`src/rtl/mem_arbiter_pkg.sv`:
```
// Shared constants, state encoding and the fetch/data arbitration rule for the
// main-memory arbiter.
package mem_arbiter_pkg;

  localparam int ARB_ADDR_W     = 26;
  localparam int ARB_DATA_W     = 32;
  localparam int DEF_MEM_LAT    = 2;
  localparam int DEF_STARVE_MAX = 4;
  localparam int TMR_W          = 4;

  typedef enum logic [1:0] {
    ARB_IDLE   = 2'd0,
    ARB_ACCESS = 2'd1,
    ARB_ACK    = 2'd2
  } arb_state_e;

  // Data normally wins; a starved fetch overrides it.
  function automatic logic arb_fetch_wins(input logic i_req, input logic d_req,
                                          input logic starved);
    return i_req & (~d_req | starved);
  endfunction

endpackage

```
`src/rtl/mem_arb_timer.sv`:
```
// Loadable down-counter with zero flag, used to time the memory strobe window.
module mem_arb_timer
  import mem_arbiter_pkg::*;
#(
  parameter int W = TMR_W
) (
  input  logic         CLK,
  input  logic         RST,
  input  logic         load,
  input  logic [W-1:0] load_val,
  input  logic         dec,
  output logic         zero
);

  logic [W-1:0] count_r;

  // Count register: load wins over decrement, holds at zero.
  always_ff @(posedge CLK or negedge RST) begin
    if (!RST) begin
      count_r <= {W{1'b0}};
    end else if (load) begin
      count_r <= load_val;
    end else if (dec && (count_r != {W{1'b0}})) begin
      count_r <= count_r - W'(1);
    end else begin
      count_r <= count_r;
    end
  end

  assign zero = (count_r == {W{1'b0}});

endmodule

```
`src/rtl/mem_arbiter.sv`:
```
// Two-requester (fetch/data) sequencer for the single-port main memory:
// arbitrates, holds the strobe for MEM_LAT cycles, then pulses the winner's ACK.
module mem_arbiter
  import mem_arbiter_pkg::*;
#(
  parameter int ADDR_W     = ARB_ADDR_W,
  parameter int DATA_W     = ARB_DATA_W,
  parameter int MEM_LAT    = DEF_MEM_LAT,
  parameter int STARVE_MAX = DEF_STARVE_MAX
) (
  input  logic              CLK,
  input  logic              RST,
  input  logic              I_REQ,
  input  logic [ADDR_W-1:0] I_ADDR,
  output logic              I_ACK,
  output logic [DATA_W-1:0] I_DATA,
  input  logic              D_REQ,
  input  logic              D_WE,
  input  logic [ADDR_W-1:0] D_ADDR,
  input  logic [DATA_W-1:0] D_WDATA,
  output logic              D_ACK,
  output logic [DATA_W-1:0] D_RDATA,
  output logic              MEM_READ,
  output logic              MEM_WRITE,
  output logic [ADDR_W-1:0] MEM_ADDR,
  output logic [DATA_W-1:0] MEM_WDATA,
  input  logic [DATA_W-1:0] MEM_RDATA,
  output logic              BUSY
);

  localparam int                SW         = (STARVE_MAX < 1) ? 1 : $clog2(STARVE_MAX + 1);
  localparam logic [SW-1:0]     STARVE_LIM = SW'(STARVE_MAX);
  localparam logic [TMR_W-1:0]  LAT_LOAD   = TMR_W'(MEM_LAT - 1);

  arb_state_e    state_r;
  logic [SW-1:0] starve_r;
  logic          we_r;
  logic          fetch_r;
  logic          grant_fetch_s;
  logic          load_s;
  logic          dec_s;
  logic          tmr_zero_s;

  // Grant decision and timer control, evaluated against the current requests.
  always_comb begin
    grant_fetch_s = arb_fetch_wins(I_REQ, D_REQ, starve_r == STARVE_LIM);
    load_s        = (state_r == ARB_IDLE) && (I_REQ || D_REQ);
    dec_s         = (state_r == ARB_ACCESS);
  end

  mem_arb_timer #(.W(TMR_W)) u_timer (
    .CLK      (CLK),
    .RST      (RST),
    .load     (load_s),
    .load_val (LAT_LOAD),
    .dec      (dec_s),
    .zero     (tmr_zero_s)
  );

  // Sequencer FSM with registered memory strobes, acknowledges and read data.
  always_ff @(posedge CLK or negedge RST) begin
    if (!RST) begin
      state_r   <= ARB_IDLE;
      starve_r  <= {SW{1'b0}};
      we_r      <= 1'b0;
      fetch_r   <= 1'b0;
      I_ACK     <= 1'b0;
      D_ACK     <= 1'b0;
      MEM_READ  <= 1'b0;
      MEM_WRITE <= 1'b0;
      BUSY      <= 1'b0;
      MEM_ADDR  <= {ADDR_W{1'b0}};
      MEM_WDATA <= {DATA_W{1'b0}};
      I_DATA    <= {DATA_W{1'b0}};
      D_RDATA   <= {DATA_W{1'b0}};
    end else begin
      case (state_r)
        ARB_IDLE: begin
          I_ACK <= 1'b0;
          D_ACK <= 1'b0;
          if (I_REQ || D_REQ) begin
            state_r   <= ARB_ACCESS;
            BUSY      <= 1'b1;
            fetch_r   <= grant_fetch_s;
            we_r      <= ~grant_fetch_s & D_WE;
            MEM_READ  <= grant_fetch_s | ~D_WE;
            MEM_WRITE <= ~grant_fetch_s & D_WE;
            MEM_ADDR  <= grant_fetch_s ? I_ADDR : D_ADDR;
            MEM_WDATA <= grant_fetch_s ? {DATA_W{1'b0}} : D_WDATA;
            // Only data grants made while fetch is waiting count toward starvation.
            if (grant_fetch_s || !I_REQ) begin
              starve_r <= {SW{1'b0}};
            end else if (starve_r != STARVE_LIM) begin
              starve_r <= starve_r + SW'(1);
            end else begin
              starve_r <= starve_r;
            end
          end else begin
            state_r <= ARB_IDLE;
          end
        end
        ARB_ACCESS: begin
          if (tmr_zero_s) begin
            state_r   <= ARB_ACK;
            MEM_READ  <= 1'b0;
            MEM_WRITE <= 1'b0;
            I_ACK     <= fetch_r;
            D_ACK     <= ~fetch_r;
            if (!we_r && fetch_r) begin
              I_DATA <= MEM_RDATA;
            end else if (!we_r) begin
              D_RDATA <= MEM_RDATA;
            end else begin
              D_RDATA <= D_RDATA;
            end
          end else begin
            state_r <= ARB_ACCESS;
          end
        end
        ARB_ACK: begin
          state_r <= ARB_IDLE;
          I_ACK   <= 1'b0;
          D_ACK   <= 1'b0;
          BUSY    <= 1'b0;
        end
        default: begin
          state_r   <= ARB_IDLE;
          I_ACK     <= 1'b0;
          D_ACK     <= 1'b0;
          MEM_READ  <= 1'b0;
          MEM_WRITE <= 1'b0;
          BUSY      <= 1'b0;
        end
      endcase
    end
  end

endmodule

```
`config.mk`:
```
export PLATFORM = sky130hd
export DESIGN_NAME = mem_arbiter
export DESIGN_NICKNAME = d
export VERILOG_FILES = /design/src/rtl/mem_arbiter_pkg.sv /design/src/rtl/mem_arb_timer.sv /design/src/rtl/mem_arbiter.sv
export SDC_FILE = /design/constraint.sdc
export NUM_CORES = 1
export LEC_CHECK = 0
export BUFFER_PORTS_ARGS = -buffer_cell sky130_fd_sc_hd__buf_2
export CAP_MARGIN = 40
export CORE_MARGIN = 2
export CORE_UTILIZATION = 30
export DETAILED_ROUTE_END_ITERATION = 16
export PLACE_DENSITY_LB_ADDON = 0.2
export RECOVER_POWER = 50
export SLEW_MARGIN = 40
export SYNTH_ARGS = -nofsm -noshare
export SYNTH_HDL_FRONTEND = slang
export SYNTH_HIERARCHICAL = 1
export SYNTH_SLANG_ARGS = --single-unit
export TNS_END_PERCENT = 30
```
`constraint.sdc`:
```
create_clock -name CLK -period 2.8 [get_ports CLK]
set_input_delay 0.14 -clock CLK [delete_from_list [all_inputs] [get_ports CLK]]
set_output_delay 0.14 -clock CLK [all_outputs]
set_load 0.005 [all_outputs]
```
==> impl_metrics.tcl <==
set metrics [dict create \
    status "finished clean" \
    post-place-ws_ns 0.706 \
    slew_headroom 0.235 \
    clock_sinks 138 \
    clk_pin_slew_ns 0.06 \
    power_switching_share 0.331 \
    h-tree-depth 4 \
    netlist_instances 479 \
    cap_violations 0 \
    postSynth.asyncResetShare 1.00 \
    clockBufferDepth 2 \
    die_x_microns 144 \
    clock.fmax_ghz 0.410 \
    p_per_area_mw_per_mm2 1050 \
    worstPathArrival_ns 2.73 \
    setup_tns_ns 0 \
    crit_path_max_fanout 31 \
    rsz0062_at_grt "false" \
    crit_path_start_kind "flop" \
    gp_congestion 0.790 \
    synth_edf_count 0 \
    p_clk_frac 0.268 \
    finalWorstSetupSlack_ns 0.361 \
    dr.pass1.iters 5 \
    grt_max_degree 68 \
    die_y_microns 144 \
    cts_tree "yes" \
    drive_above_1_share 0.390 \
    grt-ovfl-total 0 \
    ys.flop_type "dfrtp_1" \
    synth-seq-cells 138 \
    cp-end-kind "flop" \
    antenna_cells 0 \
    p_comb_frac 0.357 \
    r2r_setup_slack_ns 0.36 \
    yosysMostFrequentCell "dfrtp_1" \
    slew_viol_final 0 \
    worst_slew_pin_slew_ns 1.15 \
    finalHoldViolations 0 \
    p_int_w 0.00623 \
    min_period_over_period 0.871 \
    antenna_found_initial 1 \
    io_buffers 247 \
    drc 0 \
    required_ns 3.10 \
    p_switching_w 0.00309 \
    wire_per_inst_microns 17.0 \
    start_util 0.304 \
    core-area_sq_mm 0.0193 \
    synth_common_cells "dfrtp_1 (138), mux2_2 (64), nand3_1 (60), o2bb2ai_1 (33), o21ai_0 (32)" \
    vias 5327 \
    seq_area_frac_synth 0.587 \
    holdCritPathClass "input port to flop" \
    drt-vias-per-instance 4.92 \
    fin_crit_ns 2.44 \
    power.total_w 0.00932 \
    finalClockSkew_ns 0.00772 \
    yosysUniqueCellTypes 42 \
    cts_buffers 17 \
    seqPwrFrac 0.375 \
    core.rowCount 51 \
    ir_drop_mv 0.450 \
    yosysTopAreaCellShare 0.587 \
    postCtsSetupBuffers 0 \
    yosysTopAreaCell "dfrtp_1" \
    clockRootBuffer "clkbuf_16" \
    grtUsageTotal 0.174 \
    drt_iter0_drc 294 \
    postRouteAntennaNets 0 \
    nets 929 \
    clkLatencyLatePin_ns 0.41 \
    setup_viol 0 \
    drt-total-wl_microns 18500 \
    critPathKind "flop to flop" \
    yosysWarnings 6 \
    finalNonFillerCells 1083 \
    grt_pass1_wl_microns 27900 \
    synth.area.top_cells "dfrtp_1 (59%), mux2_2 (12%), nand3_1 (5.1%)" \
    syn2layout_area_growth_pct 50.8 \
    leakage_nw 3.99 \
    syn_area_per_cell_sq_um 12.3 \
    dp.cells 961 \
    dpl.hpwl_microns 11900 \
    ioPinCount 248 \
    synth_area_sq_mm 0.00589 \
    dieArea_sq_mm 0.0208 \
    first_global_vias 5318 \
]
[cells in the final DEF, fill, tap and decap left out, types with 2 or more instances in the layout]
cell / instances
bufinv_16: 5
clkinv_2: 2
nor2_4: 2
clkinvlp_4: 3
mux2i_1: 2
dlygate4sd3_1: 90
nand4_1: 26
inv_1: 10
o2bb2ai_1: 33
nor2_1: 2
nand3_1: 60
or4_1: 2
buf_2: 198
o21ai_0: 32
clkbuf_2: 2
inv_6: 2
conb_1: 4
clkinv_4: 2
mux2_2: 64
buf_4: 9
buf_12: 2
o211ai_1: 26
clkbuf_16: 17
nor3_1: 3
clkbuf_1: 47
ha_1: 3
dfrtp_1: 138
nand2_1: 5
[routing by layer]
| metal | up-vias | global-route usage | part of all wire |
|---|---|---|---|
| met3 | 28 | 0.0533 | 0.085 |
| met5 | - | 0 | 0.00070 |
| met2 | 242 | 0.289 | 0.48 |
| met4 | 2 | 0.0660 | 0.017 |
| li1 | 2436 | - | - |
| met1 | 2619 | 0.213 | 0.42 |
[worst max-delay path, cell delays in order (launching register included)]
cell and delay (ns):
dfrtp_1 0.38, inv_1 0.08, ha_1 0.16, a21bo_2 0.13, and2_2 0.62, buf_12 0.27
o211ai_1 0.11, dlygate4sd3_1 0.56
[power groups by stage]
stage	sequential, W	clock [W]	combinational (W)
2_1_floorplan	0.00352	0	0.00173
3_3_place_gp	0.00349	0	0.00318
3_5_place_dp	0.00350	0	0.00329
4_1_cts	0.00349	0.00256	0.00344
5_1_grt	0.00360	0.00264	0.00371
6_report	0.00350	0.00250	0.00333
[final cells by class]
| class | instances | area [sq um] |
|---|---|---|
| Clock buffer | 18 | 439 |
| Clock inverter | 14 | 218 |
| Fill cell | 1804 | 10500 |
| Inverter | 10 | 37.5 |
| Multi-Input combinational cell | 288 | 2200 |
| Sequential cell | 138 | 3450 |
| Tap cell | 265 | 332 |
| Timing Repair Buffer | 350 | 2200 |
[path summary, 6_finish.rpt]
| path | from | endpoint | cells past startpoint |
|---|---|---|---|
| setup / recovery | starve_r[0]$_DFFE_PN0P_ | MEM_ADDR[1]$_DFFE_PN0P_ | 7 |
| hold / removal | D_ADDR[17] | MEM_ADDR[17]$_DFFE_PN0P_ | 3 |
| setup reg to reg | starve_r[0]$_DFFE_PN0P_ | MEM_ADDR[1]$_DFFE_PN0P_ | 7 |
| hold reg to reg | MEM_WDATA[31]$_DFFE_PN0P_ | MEM_WDATA[31]$_DFFE_PN0P_ | 1 |
| max in group asynchronous | RST | MEM_WDATA[18]$_DFFE_PN0P_ | 3 |
| min in group asynchronous | RST | I_DATA[2]$_DFFE_PN0P_ | 2 |
[sequential cells by signal (all words and copies together), names as in the netlist]
signal,flops
D_RDATA,32
I_DATA,32
MEM_WDATA,32
MEM_ADDR,26
u_timer/count_r,4
starve_r,3
state_r,2
BUSY,1
D_ACK,1
I_ACK,1
MEM_READ,1
MEM_WRITE,1
fetch_r,1
we_r,1
[per-stage QoR]
stage | instance area, sq um | util | hold slack [ns]
after floorplan | 5890 | - | -0.156
after detailed placement | 7400 | 0.383 | 0.100
after global placement | 7400 | 0.383 | 0.0929
after CTS | 8960 | 0.463 | 0.000663
final | 8880 | 0.459 | 0.0149
after global routing | 8880 | 0.459 | 0.0158
[repair_timing]
action / 4_1_cts / 5_1_grt
endpoints found under the hold margin: 161 / 0
gates resized for setup: 0 / 0
hold buffers: 90 / 0
[cell families after synthesis]
kind of cell / Yosys count / share of synthesized area
and+or+nand+nor: 112 / 0.109
DFF: 138 / 0.587
muxes: 67 / 0.128
buffers and inverters: 55 / 0.0434
other: 2 / 0.00128
AOI/OAI and AO/OA: 102 / 0.126
adders and majority gates: 3 / 0.00638
Power figures use the tool's default switching activity.
